[src/rtl/mem_arb_pkg.sv]
// Shared definitions for the icemem port arbiter: FSM encoding, port indices
// and default memory geometry (kept in step with icemem).
package mem_arb_pkg;
  localparam int ADDR_W_DEF = 8;
  localparam int DATA_W_DEF = 32;

  localparam int PORT_CPU = 0;
  localparam int PORT_LDR = 1;

  typedef enum logic {
    IDLE    = 1'b0,
    RD_WAIT = 1'b1
  } arb_state_t;
endpackage

[src/rtl/rr_pick2.sv]
// Two-way round-robin picker: combinational one-hot pick, registered pointer.
// The pointer only moves on contention, or is pinned to port 1 when asked.
module rr_pick2 (
  input  logic       clk,
  input  logic       rst_n,
  input  logic       clk_enable,
  input  logic [1:0] req,
  input  logic       take,
  input  logic       pin,
  output logic [1:0] pick,
  output logic       win
);
  logic ptr;

  always_comb begin
    pick = 2'b00;
    win  = ptr;
    if (req == 2'b11) begin
      win  = ptr;
      pick = ptr ? 2'b10 : 2'b01;
    end else if (req[1]) begin
      win  = 1'b1;
      pick = 2'b10;
    end else if (req[0]) begin
      win  = 1'b0;
      pick = 2'b01;
    end
  end

  always_ff @(posedge clk or negedge rst_n) begin
    if (!rst_n)                            ptr <= 1'b0;
    else if (clk_enable) begin
      if (pin)                             ptr <= 1'b1;
      else if (take && (req == 2'b11))     ptr <= ~win;
    end
  end
endmodule

[src/rtl/mem_port_arbiter.sv]
// Shares the single icemem port between the CPU (port 0) and the loader (port 1).
// Define MEM_ARB_LOCK_EN to add the loader 'lock' input for atomic multi-word loads.
module mem_port_arbiter
  import mem_arb_pkg::*;
#(
  parameter int ADDR_W   = ADDR_W_DEF,
  parameter int DATA_W   = DATA_W_DEF,
  parameter int READ_LAT = 1
) (
  input  logic                clk,
  input  logic                rst_n,
  input  logic                clk_enable,
`ifdef MEM_ARB_LOCK_EN
  input  logic                lock,
`endif
  input  logic [1:0]          req,
  input  logic [1:0]          we,
  input  logic [2*ADDR_W-1:0] addr,
  input  logic [2*DATA_W-1:0] wdata,
  output logic [1:0]          gnt,
  output logic [1:0]          rvalid,
  output logic [DATA_W-1:0]   rdata,
  output logic [ADDR_W-1:0]   mem_read_address,
  output logic [ADDR_W-1:0]   mem_write_address,
  output logic [DATA_W-1:0]   mem_write_data,
  output logic                mem_write_enable,
  input  logic [DATA_W-1:0]   mem_read_data
);
  localparam logic [1:0] LAT = 2'(READ_LAT);

  arb_state_t        state, state_nx;
  logic [1:0]        cnt, cnt_nx;
  logic              owner, owner_nx;
  logic [1:0]        gnt_nx, rvalid_nx;
  logic              we_nx;
  logic [DATA_W-1:0] rdata_nx, wd_nx;
  logic [ADDR_W-1:0] ra_nx, wa_nx;

  logic       block, idle_ok, take, pin, win;
  logic [1:0] req_m, pick;
  logic [ADDR_W-1:0] sel_addr;
  logic [DATA_W-1:0] sel_wdata;

`ifdef MEM_ARB_LOCK_EN
  assign block = lock && (owner == 1'(PORT_LDR));
`else
  assign block = 1'b0;
`endif

  // No grant while a grant pulse is still showing: the requester has not yet
  // had an enabled cycle to see it and drop or change its request.
  assign req_m   = {req[PORT_LDR], req[PORT_CPU] & ~block};
  assign idle_ok = (state == IDLE) && (gnt == 2'b00);
  assign take    = idle_ok && (req_m != 2'b00);
  assign pin     = (state == IDLE) && block;

  rr_pick2 u_pick (
    .clk        (clk),
    .rst_n      (rst_n),
    .clk_enable (clk_enable),
    .req        (req_m),
    .take       (take),
    .pin        (pin),
    .pick       (pick),
    .win        (win)
  );

  assign sel_addr  = win ? addr[2*ADDR_W-1:ADDR_W]  : addr[ADDR_W-1:0];
  assign sel_wdata = win ? wdata[2*DATA_W-1:DATA_W] : wdata[DATA_W-1:0];

  always_comb begin
    state_nx  = state;
    cnt_nx    = cnt;
    owner_nx  = owner;
    gnt_nx    = 2'b00;
    rvalid_nx = 2'b00;
    we_nx     = 1'b0;
    rdata_nx  = rdata;
    ra_nx     = mem_read_address;
    wa_nx     = mem_write_address;
    wd_nx     = mem_write_data;
    case (state)
      IDLE: begin
        if (take) begin
          gnt_nx   = pick;
          owner_nx = win;
          if (we[win]) begin
            we_nx = 1'b1;
            wa_nx = sel_addr;
            wd_nx = sel_wdata;
          end else begin
            ra_nx    = sel_addr;
            cnt_nx   = LAT;
            state_nx = RD_WAIT;
          end
        end
      end
      RD_WAIT: begin
        if (cnt == 2'd0) begin
          rdata_nx  = mem_read_data;
          rvalid_nx = owner ? 2'b10 : 2'b01;
          state_nx  = IDLE;
        end else begin
          cnt_nx = cnt - 2'd1;
        end
      end
      default: state_nx = IDLE;
    endcase
  end

  always_ff @(posedge clk or negedge rst_n) begin
    if (!rst_n) begin
      state             <= IDLE;
      cnt               <= 2'd0;
      owner             <= 1'b0;
      gnt               <= 2'b00;
      rvalid            <= 2'b00;
      rdata             <= '0;
      mem_read_address  <= '0;
      mem_write_address <= '0;
      mem_write_data    <= '0;
      mem_write_enable  <= 1'b0;
    end else if (clk_enable) begin
      state             <= state_nx;
      cnt               <= cnt_nx;
      owner             <= owner_nx;
      gnt               <= gnt_nx;
      rvalid            <= rvalid_nx;
      rdata             <= rdata_nx;
      mem_read_address  <= ra_nx;
      mem_write_address <= wa_nx;
      mem_write_data    <= wd_nx;
      mem_write_enable  <= we_nx;
    end
  end
endmodule

[config.mk]
export PLATFORM = sky130hd
export DESIGN_NAME = mem_port_arbiter
export DESIGN_NICKNAME = d
export VERILOG_FILES = /design/src/rtl/mem_arb_pkg.sv /design/src/rtl/rr_pick2.sv /design/src/rtl/mem_port_arbiter.sv
export SDC_FILE = /design/constraint.sdc
export NUM_CORES = 1
export LEC_CHECK = 0
export BUFFER_PORTS_ARGS = -buffer_cell sky130_fd_sc_hd__buf_2
export CORE_ASPECT_RATIO = 1.25
export CORE_MARGIN = 2
export CORE_UTILIZATION = 51
export CTS_BUF_LIST = sky130_fd_sc_hd__clkbuf_8
export CTS_CLUSTER_DIAMETER = 150
export CTS_CLUSTER_SIZE = 25
export DETAILED_ROUTE_END_ITERATION = 6
export PLACE_DENSITY = 0.88
export REMOVE_ABC_BUFFERS = 1
export SLEW_MARGIN = 20
export SYNTH_ARGS = -nofsm -noshare
export SYNTH_HDL_FRONTEND = slang
export SYNTH_SLANG_ARGS = --single-unit
export TNS_END_PERCENT = 50
[constraint.sdc]
create_clock -name clk -period 5.4 [get_ports clk]
set_input_delay 0.27 -clock clk [delete_from_list [all_inputs] [get_ports clk]]
set_output_delay 0.27 -clock clk [all_outputs]
set_load 0.005 [all_outputs]
Word level (Yosys, flattened, before mapping)

Index checks and enable logic that the tools add are counted.

Register bits after elaboration: 90
Bits in latches: 0
RAM bits: 0
ROM bits: 0
Bits of input ports: 119
Memories kept: 0

Add/subtract/negate cells: 1
Multipliers: 0
Divide/modulo/power cells: 0
Order comparisons: 1
Equality and inequality tests: 4
Shift-type cells: 0
Mux-type cells: 27
Bitwise gates (word level): 3
Reduce and logical (&&, ||, !) cells: 12

Operator list:

| operator                                               | number |
|---|---|
| 2-to-1 mux 32 bit                                      | 1 |
| 2-to-1 mux 2 bit                                       | 11 |
| 2-to-1 mux 1 bit                                       | 12 |
| AND reduction 4 bit                                    | 3 |
| 2-to-1 mux 8 bit                                       | 1 |
| AND reduction 3 bit                                    | 2 |
| zero test 2 bit                                        | 2 |
| inequality test 2 bit (second input constant)          | 2 |
| one-hot mux 2 bit (2 select lines)                     | 1 |
| logical AND 1 bit                                      | 3 |
| NOT 1 bit                                              | 3 |
| == test 2 bit (second input constant)                  | 1 |
| < comparator 1 x 2 -> 1 bit (second input constant)    | 1 |
| inequality test 2 x 1 -> 1 bit (second input constant) | 1 |
| one-hot mux 1 bit (2 select lines)                     | 1 |
| AND reduction 2 bit                                    | 1 |
| nonzero test 2 bit                                     | 1 |
| subtractor 2 x 1 -> 2 bit (second input constant)      | 1 |

Depth between registers and ports, before layout

Word-level depth: 8
Depth in mapped cells: 5
Gate-level depth less buffers: 5

Modules after synthesis

A second synthesis with hierarchy kept.

Cells, all modules: 269
Area total of the unflattened synthesis: 3996.3 µm²

Modules (own cells, without submodules):

| module           | times used | cells an instance | area an instance (µm²) | sequential area each (µm²) |
|---|---|---|---|---|
| mem_port_arbiter | 1          | 260               | 3911.3                 | 2227.1 |
| rr_pick2         | 1          | 9                 | 85.1                   | 25.0 |

Worst setup path before layout

Ideal clock, no wire load.

Path type: reg-to-reg
Start point: reg state
End point: reg mem_write_address[3]
Setup time: 125 ps
Arrival time: 1636 ps
Data required time: 5275 ps
Path slack: 3639 ps
Cell stages (with the launch flop): 6
Buffers on the path: 1
Path through: dfrtp_1 -> nor4b_4 -> o21ai_2 -> nor3_4 -> buf_6 -> mux2_4

Longest elaborated chain between the ends: 4

RTL lines:

| element                                  | line                    | source |
|---|---|---|
| from (decl)                              | mem_port_arbiter.sv:31  | `arb_state_t state, state_nx;` |
| from (signal assigned)                   | mem_port_arbiter.sv:124 | `state <= state_nx;` |
| NOT 1 bit (no source line) (*)           | --                      |  |
| logical AND 1 bit                        | mem_port_arbiter.sv:53  | `assign idle_ok = (state == IDLE) && (gnt == 2'b00);` |
| logical AND 1 bit                        | mem_port_arbiter.sv:54  | `assign take = idle_ok && (req_m != 2'b00);` |
| AND reduction 4 bit (no source line) (*) | --                      |  |
| to (signal assigned)                     | mem_port_arbiter.sv:131 | `mem_write_address <= wa_nx;` |
| to (decl)                                | mem_port_arbiter.sv:24  | `output logic [ADDR_W-1:0] mem_write_address,` |

Every way passes the cells marked *; elsewhere a longest branch is shown, timed or not.
A chain may end at the register's enable or synchronous reset.

Worst setup path in the final report

Start point: reg state
End point: reg mem_write_data[18]

Longest elaborated chain between the ends: 4

RTL lines:

| element                                  | line                    | source |
|---|---|---|
| NOT 1 bit (no source line) (*)           | --                      |  |
| logical AND 1 bit                        | mem_port_arbiter.sv:53  |  |
| logical AND 1 bit                        | mem_port_arbiter.sv:54  |  |
| AND reduction 4 bit (no source line) (*) | --                      |  |
| to (signal assigned)                     | mem_port_arbiter.sv:132 | `mem_write_data <= wd_nx;` |
| to (decl)                                | mem_port_arbiter.sv:25  | `output logic [DATA_W-1:0] mem_write_data,` |

Marks and branches as above.

==> impl_metrics.toml <==
[synth]
mapped_cells = 258
postSynthRegisterBits = 90
ys_warn_count = 0
yosysUniqueCellTypes = 30
syn_avg_cell_area_um2 = 15.6
synth.yosys.seq_area_share = 0.558
syn-cell-area_mm2 = 0.00403

[setup_path]
crit_required_ps = 5640
cp_cell_sequence = "nor4b_4 -> o21ai_2 -> nor3_4 -> buf_4 -> mux2_2"
critical-path-slowest-cell = "sky130_fd_sc_hd__buf_4"
critical_path.max_fanout = 36
crit_path_max_incr_delay_ps = 510
timing.setup.critical_path_class = "flop to flop"
worst_setup_path_start_kind = "flop"
crit_arrival_ps = 2570
type_of_destination_of_the_critical_path = "flop"

[global_route]
grt_util_all_layers = 0.199
gr-max-usage-layer = "met2"
grt.met1_usage = 0.247
grt_pass1_vias = 2814
grt_util_met2 = 0.342
maximum_number_of_pins_on_one_net_before_global_route_repair = 91
grt_overflow_total = 0
use_met3 = 0.0397
grt_first_pass_wirelength_um = 13400
number_of_antenna_violations_at_the_first_check_in_global_routing = 0

[placement]
hpwlAfterDp_um = 6450
post_dp_cell_area_mm2 = 0.00508
gp_congestion = 0.779
portBuffers = 203

[final_layout]
final_net_count = 582
flow.area_growth_from_synthesis_pct = 31.5
antenna_cells = 0
post_route_cells_drive_above_1_share = 0.737
final_design_area_no_fill_mm2 = 0.00530

[sta]
fin_crit_ps = 2330
layout_worst_path_cycle_share = 0.432
finalHoldWorstSlack_ps = -25.3
skew_ps = 9.90
timing.max_slew.rel_slack = 0.364
fmax_mhz = 429
worst_slew_pin_slew_ps = 954
grt_setup_unrepaired = "false"
slew_violations = 0
number_of_endpoints_failing_setup_at_the_final_stage = 0
hold_violations = 10
fin_setup_tns_ps = 0

[routing]
initialDrtViolationCount = 70
totalWireLength_um = 8650
vias = 2802
number_of_iterations_in_the_first_detailed_routing_pass = 4
via_density = 4.99
ant_nets = 0
wl_per_cell_um = 15.4
drc_violations = 0

[clock_tree]
cts-resized-gates = 0
tritoncts_clock_tree = "done"
buffers_from_clock_root_to_sink_at_most = 2
htreeDepth = 3
cts_inserted_buffers = 9
quantity_of_hold_fixing_buffers_added_after_cts = 0
postCtsSetupBuffers = 0
clk_transition_reported_paths_ps = 90
clk_root_buffer_cell = "sky130_fd_sc_hd__clkbuf_8"
worstSkewPairLatency_ps = 340
cts_num_sinks = 90

[floorplan]
rows = 36
floorplan.core_area_mm2 = 0.00775
io_pins = 204
initial_utilization = 0.521
die_height_um = 103
area_of_the_die_mm2 = 0.00864
die_width_um = 83.5

[pwr]
ir_drop_mv = 0.247
power.density_mw_per_mm2 = 515
cellLeakagePower_nw = 2.69

[status]
outcome = "finished, violations left"
violations = "negative hold slack"

[job]
max-cap-violations = 0

[worst_hold_path]
holdCritPathClass = "input pin to asynchronous set/reset pin"
==> critical path, delay by kind of cell, from the launching register on <==
family / cells / cell delay (ps)
simple gates: 2 / 700
compound gates: 1 / 140
buf+inv: 1 / 510
flops: 1 / 450
mux: 1 / 400
==> cell usage in the layout, fill, tap and decap left out <==
| cell type | count |
|---|---|
| sky130_fd_sc_hd__a21o_2 | 1 |
| sky130_fd_sc_hd__nor2b_1 | 2 |
| sky130_fd_sc_hd__and2_1 | 1 |
| sky130_fd_sc_hd__a22o_1 | 1 |
| sky130_fd_sc_hd__o21ai_1 | 1 |
| sky130_fd_sc_hd__o21ai_2 | 1 |
| sky130_fd_sc_hd__bufinv_16 | 2 |
| sky130_fd_sc_hd__buf_4 | 2 |
| sky130_fd_sc_hd__buf_6 | 1 |
| sky130_fd_sc_hd__mux2_4 | 17 |
| sky130_fd_sc_hd__nand3_1 | 4 |
| sky130_fd_sc_hd__nand2_1 | 1 |
| sky130_fd_sc_hd__ha_1 | 1 |
| sky130_fd_sc_hd__nand2b_1 | 1 |
| sky130_fd_sc_hd__inv_1 | 8 |
| sky130_fd_sc_hd__nand3b_1 | 1 |
| sky130_fd_sc_hd__o2bb2ai_1 | 3 |
| sky130_fd_sc_hd__a21o_1 | 1 |
| sky130_fd_sc_hd__xnor2_1 | 1 |
| sky130_fd_sc_hd__mux2_2 | 102 |
| sky130_fd_sc_hd__nor4b_4 | 1 |
| sky130_fd_sc_hd__nor3b_1 | 1 |
| sky130_fd_sc_hd__buf_2 | 202 |
| sky130_fd_sc_hd__a211oi_2 | 1 |
| sky130_fd_sc_hd__dfrtp_1 | 90 |
| sky130_fd_sc_hd__mux2_1 | 1 |
| sky130_fd_sc_hd__a21oi_1 | 1 |
| sky130_fd_sc_hd__o21a_1 | 1 |
| sky130_fd_sc_hd__nor2_1 | 1 |
| sky130_fd_sc_hd__nor3_4 | 1 |
| sky130_fd_sc_hd__clkinvlp_4 | 2 |
| sky130_fd_sc_hd__a31o_2 | 1 |
| sky130_fd_sc_hd__clkbuf_8 | 10 |
| sky130_fd_sc_hd__o21ai_0 | 2 |
==> flip-flops by register name, summed over array words and instances (netlist names) <==
name               count
mem_write_address      8
rdata                 32
owner                  1
gnt                    2
cnt                    2
mem_read_address       8
state                  1
mem_write_enable       1
mem_write_data        32
u_pick.ptr             1
rvalid                 2
==> layout make-up <==
type                            instances  area (um2)
Timing Repair Buffer                  205        1040
Multi-Input combinational cell        150        1650
Inverter                                6        22.5
Clock buffer                           10         138
Clock inverter                          6        82.6
Tap cell                               95         119
Sequential cell                        90        2250
Fill cell                             581        2440
==> cells in the mapped netlist <==
library cell                count  area, um2
sky130_fd_sc_hd__a211oi_2       1       12.5
sky130_fd_sc_hd__a21o_1         2       15.0
sky130_fd_sc_hd__a21oi_1        1       5.00
sky130_fd_sc_hd__a22o_1         1       8.76
sky130_fd_sc_hd__a31o_2         1       8.76
sky130_fd_sc_hd__and2_1         1       6.26
sky130_fd_sc_hd__buf_2          1       5.00
sky130_fd_sc_hd__buf_6          8       90.1
sky130_fd_sc_hd__clkbuf_1       3       11.3
sky130_fd_sc_hd__dfrtp_1       90       2250
sky130_fd_sc_hd__ha_1           1       12.5
sky130_fd_sc_hd__inv_1          6       22.5
sky130_fd_sc_hd__mux2_1         1       11.3
sky130_fd_sc_hd__mux2_2       102       1150
sky130_fd_sc_hd__mux2_4        17        255
sky130_fd_sc_hd__nand2_1        1       3.75
sky130_fd_sc_hd__nand2b_1       1       6.26
sky130_fd_sc_hd__nand3_1        4       20.0
sky130_fd_sc_hd__nand3b_1       1       7.51
sky130_fd_sc_hd__nor2_1         1       3.75
sky130_fd_sc_hd__nor2b_1        2       12.5
sky130_fd_sc_hd__nor3_4         1       16.3
sky130_fd_sc_hd__nor3b_1        1       7.51
sky130_fd_sc_hd__nor4b_4        1       23.8
sky130_fd_sc_hd__o21a_1         1       7.51
sky130_fd_sc_hd__o21ai_0        2       10.0
sky130_fd_sc_hd__o21ai_1        1       5.00
sky130_fd_sc_hd__o21ai_2        1       8.76
sky130_fd_sc_hd__o2bb2ai_1      3       26.3
sky130_fd_sc_hd__xnor2_1        1       8.76
==> per-layer routing <==
layer,vias to the layer above,part of all wire
li1,1328,-
met1,1325,0.38
met2,138,0.53
met3,11,0.072
met4,0,0.015
met5,-,0
==> cells by family after synthesis <==
family                     share of synthesized area
DFF                                            0.558
xor gates and xnor gates                     0.00217
AOI/OAI and AO/OA                             0.0267
and+or+nand+nor                               0.0267
adders and majority gates                    0.00310
muxes                                          0.351
buffers and inverters                         0.0320
==> worst paths after layout <==
path                                   start                             end  slack (ps)  cells after the start
setup / recovery           state$_DFFE_PN0P_  mem_write_data[18]$_DFFE_PN0P_        3070                      5
hold / removal                         rst_n   mem_write_data[8]$_DFFE_PN0P_         -30                      1
setup reg to reg           state$_DFFE_PN0P_  mem_write_data[18]$_DFFE_PN0P_        3070                      5
hold reg to reg            owner$_DFFE_PN0P_           rvalid[0]$_DFFE_PN0P_         450                      1
max in group asynchronous              rst_n              gnt[0]$_DFFE_PN0P_        4880                      1
min in group clk           mem_read_data[11]           rdata[11]$_DFFE_PN0P_         160                      2
==> power by group <==
part | switching [W] | leakage (nW) | internal, W
logic | 0.000414 | 1.49 | 0.000650
registers | 0.000168 | 1.09 | 0.00100
clock network | 0.000227 | 0.111 | 0.000270
total | 0.000809 | 2.69 | 0.00192
==> per-stage QoR <==
stage	std cells	setup slack [ps]	util	power (W)	hold WS, ps
6_report	562	3070	0.685	0.00273	-25.3
5_1_grt	562	2950	0.685	0.00292	51.2
4_1_cts	562	3030	0.684	0.00278	134
3_5_place_dp	546	3040	0.656	0.00227	442
3_3_place_gp	546	3140	0.656	0.00221	433
2_1_floorplan	246	2840	-	0.00177	-25.6
(Power assumes the default switching activity.)
